[src/rtl/sha3_pkg.sv]
// Shared SHA-3 digest-streaming types: digest modes, word counts, the Keccak
// state layout and the serialiser FSM states.
package sha3_pkg;

    typedef logic [4:0][4:0][63:0] sha3_state_t;

    typedef enum logic [1:0] {
        SHA3_224 = 2'd0,
        SHA3_256 = 2'd1,
        SHA3_384 = 2'd2,
        SHA3_512 = 2'd3
    } sha3_mode_e;

    localparam int WORDS_224 = 14;
    localparam int WORDS_256 = 16;
    localparam int WORDS_384 = 24;
    localparam int WORDS_512 = 32;

    typedef enum logic {
        ST_IDLE = 1'b0,
        ST_SEND = 1'b1
    } sha3_fsm_e;

    // Index of the final 16-bit word; 32 words would not fit the 5-bit counter.
    function automatic logic [4:0] last_word_idx(input sha3_mode_e m);
        case (m)
            SHA3_224: return 5'(WORDS_224 - 1);
            SHA3_256: return 5'(WORDS_256 - 1);
            SHA3_384: return 5'(WORDS_384 - 1);
            default:  return 5'(WORDS_512 - 1);
        endcase
    endfunction

endpackage

[src/rtl/sha3_digest_axis.sv]
// Serialises the leading lanes of a final Keccak state into an AXI-Stream of
// 16-bit digest words, little-endian byte order, length chosen by Mode.
module sha3_digest_axis
    import sha3_pkg::*;
#(
    parameter int DATA_WIDTH = 16
) (
    input  logic                   ACLK,
    input  logic                   ARESET,
    input  logic [4:0][4:0][63:0]  Din,
    input  logic                   Din_valid,
    input  logic [1:0]             Mode,
    input  logic [1:0]             ID,
    output logic [DATA_WIDTH-1:0]  TDATA,
    output logic                   TVALID,
    input  logic                   TREADY,
    output logic                   TLAST,
    output logic [1:0]             TKEEP,
    output logic [1:0]             TID,
    output logic                   Busy,
    output logic                   Drop
);

    sha3_fsm_e         state_q, state_d;
    sha3_mode_e        mode_q, mode_d;
    logic [1:0]        tid_q, tid_d;
    logic [4:0]        cnt_q, cnt_d;
    logic [7:0][63:0]  hold_q;
    logic [7:0][63:0]  cap_lanes;
    logic [63:0]       sel_lane;
    logic              accept, drop_raw, last_beat, sending;
    sha3_state_t       din_w;
    logic              unused_lanes;

    assign din_w = Din;
    // Only lanes 0..7 can ever reach the output; the rest are deliberately ignored.
    assign unused_lanes = ^{din_w[4:2], din_w[1][4:3]};

    genvar gi;
    generate
        for (gi = 0; gi < 8; gi++) begin : g_lane
            assign cap_lanes[gi] = din_w[gi / 5][gi % 5];
        end
    endgenerate

    assign sending   = (state_q == ST_SEND);
    assign last_beat = sending && (cnt_q == last_word_idx(mode_q));

    always_comb begin
        state_d  = state_q;
        mode_d   = mode_q;
        tid_d    = tid_q;
        cnt_d    = cnt_q;
        accept   = 1'b0;
        drop_raw = 1'b0;
        case (state_q)
            ST_IDLE: begin
                if (Din_valid) begin
                    accept  = 1'b1;
                    state_d = ST_SEND;
                    cnt_d   = '0;
                    mode_d  = sha3_mode_e'(Mode);
                    tid_d   = ID;
                end
            end
            ST_SEND: begin
                drop_raw = Din_valid;
                if (TREADY) begin
                    if (last_beat) begin
                        state_d = ST_IDLE;
                    end else begin
                        cnt_d = cnt_q + 5'd1;
                    end
                end
            end
            default: state_d = ST_IDLE;
        endcase
    end

    always_ff @(posedge ACLK) begin
        if (ARESET) begin
            state_q <= ST_IDLE;
            mode_q  <= SHA3_224;
            tid_q   <= '0;
            cnt_q   <= '0;
        end else begin
            state_q <= state_d;
            mode_q  <= mode_d;
            tid_q   <= tid_d;
            cnt_q   <= cnt_d;
        end
    end

    // Holding register carries no reset: it is only observed while sending.
    always_ff @(posedge ACLK) begin
        if (accept && !ARESET) begin
            hold_q <= cap_lanes;
        end
    end

    assign sel_lane = hold_q[cnt_q[4:2]];
    assign TDATA    = sending ? sel_lane[{cnt_q[1:0], 4'b0000} +: DATA_WIDTH] : '0;
    assign TVALID   = sending;
    assign TLAST    = last_beat;
    assign TID      = tid_q;
    assign TKEEP    = 2'b11;
    assign Busy     = sending;
    assign Drop     = drop_raw && !ARESET;

endmodule

[config.mk]
export PLATFORM = sky130hd
export DESIGN_NAME = sha3_digest_axis
export DESIGN_NICKNAME = d
export VERILOG_FILES = /design/src/rtl/sha3_pkg.sv /design/src/rtl/sha3_digest_axis.sv
export SDC_FILE = /design/constraint.sdc
export NUM_CORES = 1
export LEC_CHECK = 0
export BUFFER_PORTS_ARGS = -buffer_cell sky130_fd_sc_hd__buf_2
export CORE_AREA = 3 3 638 640
export DETAILED_ROUTE_END_ITERATION = 8
export DIE_AREA = 0 0 641 643
export SYNTH_ARGS = -nofsm -noshare
export SYNTH_HDL_FRONTEND = slang
export SYNTH_SLANG_ARGS = --single-unit
[constraint.sdc]
create_clock -name ACLK -period 73.9 [get_ports ACLK]
set_input_delay 14.78 -clock ACLK [delete_from_list [all_inputs] [get_ports ACLK]]
set_output_delay 14.78 -clock ACLK [all_outputs]
set_load 0.03 [all_outputs]
## Yosys cells after proc, flatten, opt, wreduce, memory -nomap -nowiden

Cells that the tools add are included.

| cells by class | value |
|---|---|
| add/sub/neg operators | 1 |
| order comparisons | 1 |
| eq/ne operators | 6 |
| shift-type cells | 1 |
| multiplexer cells | 14 |
| bitwise operators | 1 |
| reduce and logical (&&, ||, !) cells | 7 |

Operators by type and width:

| kind | number |
|---|---|
| $bmux W64 S3 | 1 |
| $mux W64 | 1 |
| $shiftx A64 B7 Y16 | 1 |
| $mux W16 | 1 |
| $mux W5 | 3 |
| $pmux W5 S3 | 1 |
| $pmux W5 S2 | 1 |
| $ne A2 B2 Y1 const B | 3 |
| $add A5 B1 Y5 const B | 1 |
| $eq A5 B5 Y1 | 1 |
| $mux W1 | 5 |
| $lt A3 B4 Y1 const B | 1 |
| $logic_and A1 B1 Y1 | 3 |
| $reduce_and A3 Y1 | 1 |
| $eq A2 B1 Y1 const B | 1 |
| $eq A2 B2 Y1 const B | 1 |
| $logic_not A2 Y1 | 1 |
| $pmux W1 S2 | 1 |
| $reduce_and A2 Y1 | 1 |
| $logic_not A1 Y1 | 1 |
| $not A1 Y1 | 1 |

| storage, ports and cells | value |
|---|---|
| register bits | 522 |
| bits of input ports | 1,608 |
| logic and storage cells | 43 |

## Logic depth before layout (Yosys ltp)

| logic depth | value |
|---|---|
| depth after elaboration | 7 |
| gate-level depth with buffers | 8 |
| depth with buffers taken out | 4 |

## Worst setup path after synthesis

OpenSTA, ideal clock, no wires.

| timing | value |
|---|---|
| path kind | input port to flip-flop |
| start point | in ARESET |
| end point | reg hold_q[0] (netlist name) (enable) |
| arrival | 36,194 ps |
| required time | 72,498 ps |
| slack | 36,304 ps |
| stages on the path | 2 |
| cell sequence | clkbuf_1 > nor2_1 |

| on the way | value |
|---|---|
| cells in the longest elaborated chain, start to end | 2 |

Ends and longest elaborated chain:

| item | line | text |
|---|---|---|
| start: declaration | sha3_digest_axis.sv:9 | `input logic ARESET,` |
| $logic_not A1 Y1 | sha3_digest_axis.sv:96 | `if (accept && !ARESET) begin` |
| $logic_and A1 B1 Y1 | sha3_digest_axis.sv:96 |  |
| end signal: assignment | sha3_digest_axis.sv:97 | `hold_q <= cap_lanes;` |
| end: declaration | sha3_digest_axis.sv:28 | `logic [7:0][63:0] hold_q;` |

Every way passes these cells.
A chain may end at the register's enable or synchronous reset.

## Worst setup path after layout

| timing | value |
|---|---|
| start point | in ARESET |
| end point | out Drop |

| on the way | value |
|---|---|
| cells in the longest elaborated chain, start to end | 2 |

Ends and longest elaborated chain:

| item | line | text |
|---|---|---|
| $logic_not A1 Y1 | sha3_digest_axis.sv:108 | `assign Drop = drop_raw && !ARESET;` |
| $logic_and A1 B1 Y1 | sha3_digest_axis.sv:108 |  |
| end: declaration | sha3_digest_axis.sv:21 | `output logic Drop` |

Every way passes these cells.

==> results.yml <==
grt:
  grt_pass1_wl_um: 124000
  grt_overflow_total: 0
  grt_max_degree: 95
  grt_util_all_layers: 0.0473
  antenna_found_initial: 69
  grt_pass1_vias: 12300
die:
  coreArea_mm2: 0.402
  die_y_um: 643
  die-area_mm2: 0.412
  num_rows: 233
  start_util: 0.0500
  pin_count: 1632
  die_x_um: 641
critical_path:
  worstPathMaxFanout: 15
  cp_top_family: "buffers and inverters"
  crit_chain: "buf_2 -> nor2_1 -> buf_2"
  critPathMaxStageDelay_ns: 0.23
  required_ns: 59.12
  cp_data_arrival_time_ns: 15.36
  slowest_stage: "buf_2"
  cp-start-kind: "primary input"
  crit_buf_inv: 2
  critPathKind: "primary input to output pin"
  crit_path_end_kind: "output pin"
  worst_path_most_repeated_cell: "buf_2"
cells_and_area:
  syn2layout_area_growth_pct: 56.9
  nNetsFinal: 3086
  drive_gt1_frac: 0.543
clock_network:
  ctsHoldBuffers: 0
  htreeDepth: 2
  cts_tree: "yes"
  cts_max_path_buffers: 3
  cts_root_buf: "clkbuf_16"
  postCtsSetupRepairBufs: 0
  path_clk_slew_ns: 0.06
  cts_resized: 0
  cts_buffers: 58
  cts.sinks: 522
  insertion_delay_ns: 0.69
power_and_ir_drop:
  pwr-share-seq: 0.508
  intPower_uw: 518
  p_leak_nw: 9.07
  p_comb_frac: 0.055
  pwr-share-clk: 0.437
  peakVddDrop_v: 0.0000187
  sw_frac_of_total: 0.233
  power.density_mw_per_mm2: 21.4
  power_switching_uw: 157
routing:
  wl_um: 101000
  drt_first_pass_iters: 5
  drt-wirelength-per-cell_um: 14.7
  drc: 0
  num_vias: 11700
  drt-initial-drc-count: 963
  vias_per_cell: 1.70
  detail-route-antenna-nets: 0
yosys:
  synth_seq_cells: 522
  synth-async-reset-ratio: 0
  yosysUniqueCellTypes: 44
  synthFlopType: "edfxtp_1"
  synth_area_mm2: 0.0201
  yosysWarnings: 0
  synth-edff-count: 512
  avgSynthCellArea_um2: 22.3
  syn_inst: 901
  ys_seq_area_frac: 0.776
placement:
  dp_slack_ns: 43.75
  portBuffers: 541
  hpwl_um: 83600
  place_congestion: 0.774
sta:
  worst_pin_slew_ns: 1.21
  fin_ws_ns: 43.76
  slew_violations: 0
  finalHoldViolations: 0
  fin_setup_tns_ns: 0
  finalSetupViolCount: 0
  fin_crit_ns: 30.14
  finalCritPeriodShare: 0.408
  slew_headroom: 0.190
  finClkSkew_ns: 0.0424
  max_freq_mhz: 33.2
  rsz0062_at_grt: "false"
flow_run:
  cap_violations: 0
hold_path:
  min_path_type: "flop to flop"
run_status:
  status: "finished, final reports clean"
[path summary, 6_finish.rpt]
kind / from / end / slack (ns) / cells past startpoint
setup reg to reg: Busy / hold_q[46] / 69.02 / 6
hold / removal: TID[1] / TID[1] / 0.48 / 2
setup / recovery: ARESET / Drop / 43.76 / 3
hold reg to reg: TID[1] / TID[1] / 0.48 / 2
[tightest hold or removal path, delay by kind of cell, from the launching register on]
| family | cells | cell delay, ns |
|---|---|---|
| AOI/OAI and AO/OA | 1 | 0.06 |
| DFF | 1 | 0.31 |
| and+or+nand+nor | 1 | 0.06 |
[area by class of cell]
cell class / instances / area [um2]
fill: 46200 / 371000
sequential: 522 / 15600
tap: 5287 / 6620
multi-input combinational: 322 / 4270
timing repair buffer: 572 / 2950
clock buffer: 64 / 1470
clock inverter: 45 / 477
antenna: 57 / 143
inverter: 1 / 6.26
[kinds of logic after synthesis]
group	after synthesis	synth area share
flip-flops	522	0.776
XOR/XNOR	1	0.000436
other	1	0.000187
multiplexers	179	0.161
adder cells (fa/ha/maj)	1	0.000623
buffers and inverters	58	0.0159
AND/OR/NAND/NOR	49	0.0128
AO/OA/AOI/OAI	90	0.0333
[cell usage after synthesis, types with 2 or more instances]
library cell,count,area [um2]
nand2_1,15,56.3
mux4_2,112,2520
nor2b_1,3,18.8
a31oi_1,16,100
mux2_1,3,33.8
buf_1,2,7.51
nor3b_1,3,22.5
buf_4,20,150
dfxtp_1,10,200
a221oi_1,14,123
mux2i_1,32,320
o2111ai_1,2,17.5
a22oi_1,16,120
mux2_2,32,360
o221ai_1,16,140
edfxtp_1,512,15400
nor2_1,10,37.5
clkbuf_1,23,86.3
nand3_1,3,15.0
o211ai_1,2,15.0
o21ai_0,4,20.0
a21oi_1,7,35.0
buf_6,2,22.5
buf_2,10,50.1
nor3_1,2,10.0
o21ai_1,10,50.1
nand2b_1,3,18.8
[placed cells by master, fill, tap and decap left out, types with 6 or more instances in the layout]
| cell type | count |
|---|---|
| nor2_1 | 8 |
| buf_4 | 30 |
| a31oi_1 | 16 |
| clkinv_1 | 13 |
| mux4_2 | 112 |
| nand2_1 | 15 |
| clkinv_2 | 10 |
| buf_2 | 541 |
| clkbuf_16 | 58 |
| o221ai_1 | 12 |
| edfxtp_1 | 512 |
| a22oi_1 | 13 |
| mux2_2 | 32 |
| diode_2 | 57 |
| o21ai_1 | 10 |
| a221oi_1 | 13 |
| mux2i_1 | 32 |
| a21oi_1 | 7 |
| clkbuf_1 | 6 |
[routing by layer]
metal,GRT usage,share of wire
met2,0.0777,0.48
met5,0,0.00041
met4,0.0251,0.046
met3,0.0191,0.084
met1,0.0520,0.39
[stage by stage]
stage / instances / power [mW] / hold slack [ns] / util / instance area [um2]
5_1_grt: 6834 / 0.703 / 0.484 / 0.0782 / 31400
4_1_cts: 6813 / 0.692 / 0.480 / 0.0780 / 31400
3_5_place_dp: 6704 / 0.388 / 0.472 / 0.0732 / 29400
2_1_floorplan: 902 / 0.369 / 0.488 / - / 20100
3_3_place_gp: 6704 / 0.387 / 0.459 / 0.0732 / 29400
6_report: 6870 / 0.675 / 0.475 / 0.0784 / 31500
[power by group through the flow]
stage / Combinational (mW) / Clock, mW / Sequential (mW)
2_1_floorplan: 0.0119 / 0 / 0.357
3_3_place_gp: 0.0386 / 0 / 0.348
3_5_place_dp: 0.0394 / 0 / 0.349
4_1_cts: 0.0395 / 0.310 / 0.343
5_1_grt: 0.0412 / 0.318 / 0.343
6_report: 0.0374 / 0.295 / 0.343
[state kept, by name, indices dropped and copies added (netlist names)]
name and flops:
hold_q 512, cnt_q 5, TID 2, Busy 1, mode_q 2
Note: power is estimated with default switching activity, not from simulation.
